File: src/rtl/wb_queue_if.sv
// wb_queue_if: result producers, RegFile write port and optional bypass between execute/memory and RegFile
// Ports (slave = queue side):
//   alu_valid/alu_reg/alu_value -> alu_ready      ALU result offer
//   mem_valid/mem_reg/mem_value -> mem_ready      load result offer (priority over ALU)
//   stall                                         freezes the RegFile write port
//   RegWrite/writeReg/writeValue                  RegFile write port
//   count/full/empty                              occupancy
//   srcA/srcB/ReadA/ReadB -> fwdA/fwdB            operand bypass, only with WB_BYPASS_EN
interface wb_queue_if #(parameter int W = 8, parameter int D = 4, parameter int DEPTH = 4);
  localparam int CW = $clog2(DEPTH) + 1;
  logic alu_valid, alu_ready, mem_valid, mem_ready, stall, RegWrite, full, empty;
  logic [D-1:0] alu_reg, mem_reg, writeReg;
  logic [W-1:0] alu_value, mem_value, writeValue;
  logic [CW-1:0] count;
`ifdef WB_BYPASS_EN
  logic [D-1:0] srcA, srcB;
  logic [W-1:0] ReadA, ReadB, fwdA, fwdB;
  modport slave(input alu_valid, alu_reg, alu_value, mem_valid, mem_reg, mem_value, stall, srcA, srcB, ReadA, ReadB,
                output alu_ready, mem_ready, RegWrite, writeReg, writeValue, count, full, empty, fwdA, fwdB);
  modport master(output alu_valid, alu_reg, alu_value, mem_valid, mem_reg, mem_value, stall, srcA, srcB, ReadA, ReadB,
                 input alu_ready, mem_ready, RegWrite, writeReg, writeValue, count, full, empty, fwdA, fwdB);
`else
  modport slave(input alu_valid, alu_reg, alu_value, mem_valid, mem_reg, mem_value, stall,
                output alu_ready, mem_ready, RegWrite, writeReg, writeValue, count, full, empty);
  modport master(output alu_valid, alu_reg, alu_value, mem_valid, mem_reg, mem_value, stall,
                 input alu_ready, mem_ready, RegWrite, writeReg, writeValue, count, full, empty);
`endif
endinterface

File: src/rtl/wb_queue.sv
// wb_queue: in-order writeback FIFO merging ALU and load results onto the RegFile write port
// Ports: CLK clock; Reset synchronous active-high; bus (wb_queue_if.slave) carries the producer
// handshakes, stall, the RegFile write port, occupancy flags and, with macro WB_BYPASS_EN defined,
// the operand bypass (fwdA/fwdB = youngest pending value for srcA/srcB, else ReadA/ReadB).
module wb_queue #(parameter int W = 8, parameter int D = 4, parameter int DEPTH = 4) (
  input logic CLK,
  input logic Reset,
  wb_queue_if.slave bus
);
  localparam int PW = $clog2(DEPTH);
  localparam int CW = PW + 1;
  logic [D-1:0] reg_q [DEPTH];
  logic [W-1:0] val_q [DEPTH];
  logic [PW-1:0] rd_q, rd_d, wr_q, wr_d;
  logic [CW-1:0] cnt_q, cnt_d;
  logic full, empty, push_mem, push_alu, push, pop;
  logic [D-1:0] in_reg;
  logic [W-1:0] in_val;
  // Acceptance ignores a same-cycle pop: a full queue never passes an entry through.
  always_comb begin
    full = cnt_q == CW'(DEPTH);
    empty = cnt_q == '0;
    push_mem = bus.mem_valid & !full & !Reset;
    push_alu = bus.alu_valid & !bus.mem_valid & !full & !Reset;
    push = push_mem | push_alu;
    pop = !empty & !bus.stall & !Reset;
    in_reg = bus.mem_valid ? bus.mem_reg : bus.alu_reg;
    in_val = bus.mem_valid ? bus.mem_value : bus.alu_value;
    wr_d = wr_q + PW'(push);
    rd_d = rd_q + PW'(pop);
    cnt_d = cnt_q + CW'(push) - CW'(pop);
  end
  assign bus.mem_ready = !full & !Reset;
  assign bus.alu_ready = !full & !bus.mem_valid & !Reset;
  assign bus.RegWrite = pop;
  assign bus.writeReg = (empty | Reset) ? '0 : reg_q[rd_q];
  assign bus.writeValue = (empty | Reset) ? '0 : val_q[rd_q];
  assign bus.count = cnt_q;
  assign bus.full = full;
  assign bus.empty = empty;
  always_ff @(posedge CLK) begin
    if (Reset) begin
      rd_q <= '0;
      wr_q <= '0;
      cnt_q <= '0;
    end else begin
      rd_q <= rd_d;
      wr_q <= wr_d;
      cnt_q <= cnt_d;
    end
  end
  always_ff @(posedge CLK) begin
    if (push) begin
      reg_q[wr_q] <= in_reg;
      val_q[wr_q] <= in_val;
    end
  end
`ifdef WB_BYPASS_EN
  logic [W-1:0] fwd_a, fwd_b;
  // Walk oldest to youngest so the last match wins; the head still counts while it is being written.
  always_comb begin
    fwd_a = bus.ReadA;
    fwd_b = bus.ReadB;
    for (int i = 0; i < DEPTH; i++) begin
      if (CW'(i) < cnt_q && reg_q[rd_q + PW'(i)] == bus.srcA) fwd_a = val_q[rd_q + PW'(i)];
      if (CW'(i) < cnt_q && reg_q[rd_q + PW'(i)] == bus.srcB) fwd_b = val_q[rd_q + PW'(i)];
    end
  end
  assign bus.fwdA = Reset ? bus.ReadA : fwd_a;
  assign bus.fwdB = Reset ? bus.ReadB : fwd_b;
`endif
endmodule
File: src/flat_wrapper.sv
// flat-port wrapper written by rule: the top's interface ports become plain ports
module wb_queue_flat 
#(parameter int W = 8, parameter int D = 4, parameter int DEPTH = 4)
  (CLK, Reset, bus_alu_valid, bus_alu_reg, bus_alu_value, bus_mem_valid, bus_mem_reg, bus_mem_value, bus_stall, bus_alu_ready, bus_mem_ready, bus_RegWrite, bus_writeReg, bus_writeValue, bus_count, bus_full, bus_empty);
  wb_queue_if #(.W(W), .D(D), .DEPTH(DEPTH)) bus_i ();
  input logic CLK;
  input logic Reset;
  input wire logic [$bits(bus_i.alu_valid)-1:0] bus_alu_valid;
  input wire logic [$bits(bus_i.alu_reg)-1:0] bus_alu_reg;
  input wire logic [$bits(bus_i.alu_value)-1:0] bus_alu_value;
  input wire logic [$bits(bus_i.mem_valid)-1:0] bus_mem_valid;
  input wire logic [$bits(bus_i.mem_reg)-1:0] bus_mem_reg;
  input wire logic [$bits(bus_i.mem_value)-1:0] bus_mem_value;
  input wire logic [$bits(bus_i.stall)-1:0] bus_stall;
  output wire logic [$bits(bus_i.alu_ready)-1:0] bus_alu_ready;
  output wire logic [$bits(bus_i.mem_ready)-1:0] bus_mem_ready;
  output wire logic [$bits(bus_i.RegWrite)-1:0] bus_RegWrite;
  output wire logic [$bits(bus_i.writeReg)-1:0] bus_writeReg;
  output wire logic [$bits(bus_i.writeValue)-1:0] bus_writeValue;
  output wire logic [$bits(bus_i.count)-1:0] bus_count;
  output wire logic [$bits(bus_i.full)-1:0] bus_full;
  output wire logic [$bits(bus_i.empty)-1:0] bus_empty;
  assign bus_i.alu_valid = bus_alu_valid;
  assign bus_i.alu_reg = bus_alu_reg;
  assign bus_i.alu_value = bus_alu_value;
  assign bus_i.mem_valid = bus_mem_valid;
  assign bus_i.mem_reg = bus_mem_reg;
  assign bus_i.mem_value = bus_mem_value;
  assign bus_i.stall = bus_stall;
  assign bus_alu_ready = bus_i.alu_ready;
  assign bus_mem_ready = bus_i.mem_ready;
  assign bus_RegWrite = bus_i.RegWrite;
  assign bus_writeReg = bus_i.writeReg;
  assign bus_writeValue = bus_i.writeValue;
  assign bus_count = bus_i.count;
  assign bus_full = bus_i.full;
  assign bus_empty = bus_i.empty;
  wb_queue #(.W(W), .D(D), .DEPTH(DEPTH)) u_core (.CLK(CLK), .Reset(Reset), .bus(bus_i));
endmodule
File: config.mk
export PLATFORM = sky130hd
export DESIGN_NAME = wb_queue_flat
export DESIGN_NICKNAME = d
export VERILOG_FILES = /design/src/rtl/wb_queue_if.sv /design/src/rtl/wb_queue.sv /design/src/flat_wrapper.sv
export SDC_FILE = /design/constraint.sdc
export NUM_CORES = 1
export LEC_CHECK = 0
export ABC_AREA = 1
export CAP_MARGIN = 20
export CORE_UTILIZATION = 41
export CTS_CLUSTER_SIZE = 10
export DETAILED_ROUTE_END_ITERATION = 7
export HOLD_SLACK_MARGIN = 0.1
export PLACE_DENSITY_LB_ADDON = 0.08
export REMOVE_ABC_BUFFERS = 1
export SYNTH_ARGS = -nofsm -noshare
export SYNTH_HDL_FRONTEND = slang
export SYNTH_SLANG_ARGS = --single-unit
File: constraint.sdc
create_clock -name CLK -period 1.9 [get_ports CLK]
set_input_delay 0.38 -clock CLK [delete_from_list [all_inputs] [get_ports CLK]]
set_output_delay 0.38 -clock CLK [all_outputs]
set_load 0.05 [all_outputs]
==> results.cfg, run 1 <==
[outcome]
status = finished, final reports clean

[cells_and_area]
num_antenna_cells = 0
fin_nets = 390
final_cells = 432
num-fill-cells = 525
ff_latch_area_sq_mm = 0.001587
syn2layout_area_growth_pct = 36.99
drive_gt1_share_pct = 21.01
multiInputGateArea_sq_um = 772.0

[global_route]
grt_max_degree = 25
grt_use_met2_pct = 33.55
gr-total-overflow = 0
use_met1_pct = 21.75
grt_pass1_wl_um = 8735
grt_pass1_vias = 1823
grtUsageMet3_pct = 3.297
grt_busiest_layer = met2
antenna_found_initial = 0
grt_usage_pct = 18.16

[detailed_routing]
drt_wl_total_um = 5379
dr.pass1.iters = 4
drt.antenna.violating_nets = 0
dr.first_iter.drc_count = 85
num_vias = 1924
wl_per_cell_um = 12.45
drc = 0
viasPerCell = 4.454

[clock_network]
clkLatencyLatePin_ps = 290
clk_path_buf_depth = 2
clockRootBuffer = clkbuf_8
cts-htree-levels = 2
path_clk_slew_ps = 90
cts.sinks = 55
cts_buffers = 5
cts_tree = yes

[synth]
synth_mux_area_share_pct = 0
syn-cell-area_sq_mm = 0.002649
yosys.area.top_type = edfxtp_1
ys_ff_latch = 55
yosysTopAreaCellShare_pct = 54.42
syn_avg_cell_area_sq_um = 9.197
yosysWarnings = 0
synthXorXnorAreaFrac_pct = 0.6613
synth.area.top_cells = edfxtp_1, nand2_1, inv_1
yosys.area_share.adder_pct = 2.645
synth-compound-area-share_pct = 3.590
synthMostInstantiatedCell = nand2_1
async_flop_share_pct = 0
synthFlopType = edfxtp_1
synthCells = 288
synth_edf_count = 48
yosys.area_share.simple_pct = 20.74
netlist_top_cells_count = nand2_1, inv_1, edfxtp_1, nand3_1, nor2_1
ys_types = 17
seq_area_frac_synth_pct = 59.71
synth_top_family_by_area = simple AND/OR/NAND/NOR gates

[pwr]
p_leak_nw = 1.652
powerDensity_mw_per_mm2 = 1174
ir_drop_mv = 0.9059
power_mw = 4.260

[timing]
relSlewSlack_pct = 66.66
fin_crit_ps = 1818
fin_tns_setup_ps = 0
fin_skew_ps = 3.122
hold_viol = 0
setup_viol = 0
worstMarginPinSlew_ps = 498.5
fmax_ghz = 0.5502
rsz0062_at_grt = false
period_share_pct = 95.67
worst_hold_slack_ps = 428.1
report.final.slew_viol_count = 0
final.setup.worst_slack_ps = 82.32

[setup_path]
cpLargestDelayFamily = buffers and inverters
arrival_ps = 1440
crit_chain = clkdlybuf4s50_1
cp-start-kind = flip-flop
r2r_slack_ps = 100
cp.required_ps = 1520
critPathBufInv = 1
crit_start = u_core.bus.count[0]
crit_type = flip-flop to output port
crit_path_max_incr_delay_ps = 800
cp_max_fo = 2
crit_slowest_cell = clkdlybuf4s50_1
timing.rr.start = u_core.bus.count[2]
cp-end-kind = output port

[place]
place_ws_ps = -316.7
place_congestion = 0.8163
dp_hpwl_um = 3614
placed_cells = 422
port_buffers = 48

[die]
design.core.area_sq_mm = 0.006061
num_rows = 28
chipHeight_um = 82.38
die_x_um = 82.38
start_util_pct = 43.70
io-pin-count = 49
design.die.area_sq_mm = 0.006786

[min_path]
holdCritStartpoint = Reset
min_path_type = input pin to flip-flop

[flow_run]
timing.max_cap.violations = 0
worst reg2reg max path, stage by stage, from the launching register on:
cell     delay, ps
dfxtp_2        340
inv_1           80
nand3_2        100
nand2_2        100
nor2_2          40
ha_1           260
inv_1           40
ha_2           180
fa_2           510
inv_1           30
nor2_1          70
layer usage:
metal | up-vias | share of wire [%]
li1 | 1018 | -
met1 | 870 | 45
met2 | 31 | 52
met3 | 5 | 2.5
met4 | 0 | 0.78
met5 | - | 0
final timing paths:
kind	end	depth (start not counted)
hold reg to reg	u_core.wr_q[1]	2
setup / recovery	bus_count[0]	1
hold / removal	u_core.bus.count[0]	3
setup reg to reg	u_core.bus.count[1]	10
kinds of logic after synthesis:
kind of cell / Yosys count
flops: 55
buf+inv: 78
fa+ha+maj: 5
xor+xnor: 2
compound gates: 13
simple gates: 135
stage by stage:
step                      util [%]  cell area (sq um)
final                        59.87               3628
after global routing         59.87               3628
after CTS                    59.33               3596
after detailed placement     57.02               3456
after global placement       57.02               3456
after floorplan                  -               2571
final cells by class:
type | count | area share [%]
multi-input cells | 155 | 21.28
flip-flops and latches | 55 | 43.72
clock buffers | 7 | 2.103
inverters | 68 | 7.103
well taps | 75 | 2.586
repair buffers | 71 | 22.38
clock inverters | 1 | 0.8276
sequential cells by signal, indices dropped and copies added, names as in the netlist:
name and count:
u_core.wr_q 2, u_core.val_q 32, u_core.rd_q 2, u_core.bus.count 3
u_core.reg_q 16
where the power goes:
part	internal, mW	switching [mW]
Sequential	1.46	0.0520
Clock	0.395	0.346
Combinational	0.818	1.19
layout by cell type (no fill, tap or decap):
master,count
inv_1,63
inv_2,4
dfxtp_2,4
nor2_2,2
dlymetal6s2s_1,1
dfxtp_1,3
nor2_1,11
bufinv_16,1
inv_4,1
buf_12,16
nand3_2,1
nand3_1,27
a21oi_1,1
clkbuf_8,5
nand2_2,1
ha_2,1
fa_2,1
a21oi_4,2
xnor2_1,2
buf_6,1
clkbuf_1,2
nand2_1,93
clkdlybuf4s50_1,28
buf_4,25
edfxtp_1,48
ha_1,3
a21oi_2,10
timing repair:
item	4_1_cts	5_1_grt
hold endpoints to repair	0	0
buffers inserted	0	2
hold buffers	0	0
gates resized for setup	8	12
endpoints found under the setup margin	6	14
pin swaps	0	3
Note: power is estimated with default switching activity, not from simulation.
==> run 2, diff against run 1 <==
--- a/config.mk
+++ b/config.mk
@@ -10,7 +10,7 @@
 export CORE_UTILIZATION = 41
 export CTS_CLUSTER_SIZE = 10
 export DETAILED_ROUTE_END_ITERATION = 7
-export HOLD_SLACK_MARGIN = 0.1
+export HOLD_SLACK_MARGIN = 0.08
 export PLACE_DENSITY_LB_ADDON = 0.08
 export REMOVE_ABC_BUFFERS = 1
 export SYNTH_ARGS = -nofsm -noshare
==> results of run 2 <==
Final layout, timing and power as in run 1 (identical DEF).
==> run 3, diff against run 2 <==
--- a/config.mk
+++ b/config.mk
@@ -7,7 +7,7 @@
 export LEC_CHECK = 0
 export ABC_AREA = 1
 export CAP_MARGIN = 20
-export CORE_UTILIZATION = 41
+export CORE_UTILIZATION = 30
 export CTS_CLUSTER_SIZE = 10
 export DETAILED_ROUTE_END_ITERATION = 7
 export HOLD_SLACK_MARGIN = 0.08
==> results.cfg, run 3 (synthesis results as in run 1) <==
[cells_and_area]
top_register = u_core.val_q
drive_gt1_share_pct = 21.39
fin_nets = 393
fin_area_sq_mm = 0.003721
syn2layout_area_growth_pct = 40.48
mostFrequentLayoutCell = nand2_1
layout_common_cells = nand2_1, inv_1, edfxtp_1, buf_4
largest_reg_flops = 32
num-fill-cells = 811
num_antenna_cells = 0

[setup_path]
path_depth = 10
crit_path_frequent_cell = inv_1
crit_start = u_core.bus.count[2]
crit_path_max_incr_delay_ps = 520
cp_max_fo = 2
cp-start-kind = flip-flop
cpLargestDelayFamily = adder cells
arrival_ps = 2060
timing.rr.start = u_core.bus.count[2]
r2r_end = u_core.bus.count[1]
reg2reg_depth = 10
cp-end-kind = flip-flop
cp.required_ps = 2140
crit_type = flip-flop to flip-flop
critPathBufInv = 3
r2r_slack_ps = 80
crit_chain = inv_1, nand3_2, nand2_2, nor2_2, ha_1, inv_1, ha_2, fa_2, inv_1, nor2_1
crit_end = u_core.bus.count[1]
crit_slowest_cell = fa_2

[timing]
fin_tns_setup_ps = 0
setup_viol = 0
report.final.slew_viol_count = 0
fin_crit_ps = 1818
fmax_ghz = 0.5502
fin_skew_ps = 5.557
worstMarginPinSlew_ps = 261.2
worst_hold_slack_ps = 430.1
relSlewSlack_pct = 82.58
hold_viol = 0
final.setup.worst_slack_ps = 82.49
period_share_pct = 95.66

[die]
num_rows = 33
io-pin-count = 49
design.core.area_sq_mm = 0.008382
start_util_pct = 31.60
design.die.area_sq_mm = 0.009209
die_x_um = 95.97
chipHeight_um = 95.97

[detailed_routing]
wl_per_cell_um = 12.54
dr.first_iter.drc_count = 58
drc = 0
drt_wl_total_um = 5829
num_vias = 1961
viasPerCell = 4.217
drt.antenna.violating_nets = 0
dr.pass1.iters = 4

[clock_network]
cts-hold-fix-buffers = 0
path_clk_slew_ps = 90
cts.sinks = 55
clkLatencyLatePin_ps = 300
clockRootBuffer = clkbuf_8
clk_path_buf_depth = 2
cts-htree-levels = 2
cts_tree = yes
cts_buffers = 5

[global_route]
grt_max_degree = 25
gr-total-overflow = 0
antenna_found_initial = 0
grt_pass1_wl_um = 8990
grt_usage_pct = 13.73
grt_pass1_vias = 1782

[outcome]
status = finished, final reports clean

[place]
port_buffers = 48
place_congestion = 0.7870
dpl_cell_area_sq_mm = 0.003533
dp_hpwl_um = 3975
place_ws_ps = -335.7

[pwr]
powerDensity_mw_per_mm2 = 1200
ir_drop_mv = 0.7662
p_leak_nw = 1.686

[min_path]
holdCritStartpoint = Reset
worstHoldPathCells = 3
min_path_type = input pin to flip-flop

[flow_run]
timing.max_cap.violations = 0
-- run 3: changes by cell type in the layout (fill, tap and decap cells not counted), sizes merged --
cell	change
clkdlybuf4s50	-1
buf	+4
bufinv	+1
clkbuf	-1
-- run 3: per-stage QoR --
| stage | utilization (%) | total power, mW | cells |
|---|---|---|---|
| 2_1_floorplan | - | 2.593 | 278 |
| 3_3_place_gp | 42.16 | 3.535 | 456 |
| 3_5_place_dp | 42.16 | 3.540 | 456 |
| 4_1_cts | 44.14 | 4.470 | 464 |
| 5_1_grt | 44.39 | 4.715 | 465 |
| 6_report | 44.39 | 4.466 | 465 |
-- run 3: area by class of cell --
cell class	count	area, sq um	share of cell area [%]
Timing Repair Buffer	74	844.6	22.70
Multi-Input combinational cell	155	769.5	20.68
Clock inverter	2	60.06	1.614
Sequential cell	55	1585	42.60
Tap cell	105	131.4	3.531
Inverter	68	257.7	6.927
Clock buffer	6	72.57	1.950
-- run 3: worst register-to-register path: stages, from the launching register on --
cell and delay (ps):
dfxtp_1 330, inv_1 80, nand3_2 90, nand2_2 100
nor2_2 40, ha_1 270, inv_1 40, ha_2 180
fa_2 520, inv_1 40, nor2_1 70
-- run 3: how the worst min path moves through the flow --
stage / end / slack [ps]
after detailed placement: u_core.wr_q[1] / 550
after floorplan: u_core.bus.count[0] / 450
after CTS: u_core.wr_q[1] / 570
final: u_core.rd_q[0] / 430
after global placement: u_core.wr_q[1] / 550
after global routing: u_core.bus.count[1] / 430
-- run 3: power breakdown --
part	internal [mW]	switching, mW	total, mW
combinational	0.871	1.20	2.07
sequential	1.46	0.0553	1.51
clock	0.526	0.352	0.878
total	2.86	1.61	4.47
-- run 3: what timing repair did --
| item | 4_1_cts | 5_1_grt |
|---|---|---|
| setup endpoints to repair | 10 | 15 |
| setup buffers | 0 | 1 |
| pin swaps | 0 | 2 |
| resized for setup | 7 | 10 |
-- run 3: routing by layer --
layer | up-vias | GRT usage [%] | wire [um]
met5 | - | 0 | 0
met4 | 0 | 4.229 | 87
met3 | 8 | 3.081 | 274
met2 | 45 | 23.10 | 2804
met1 | 884 | 17.58 | 2663
li1 | 1024 | - | -
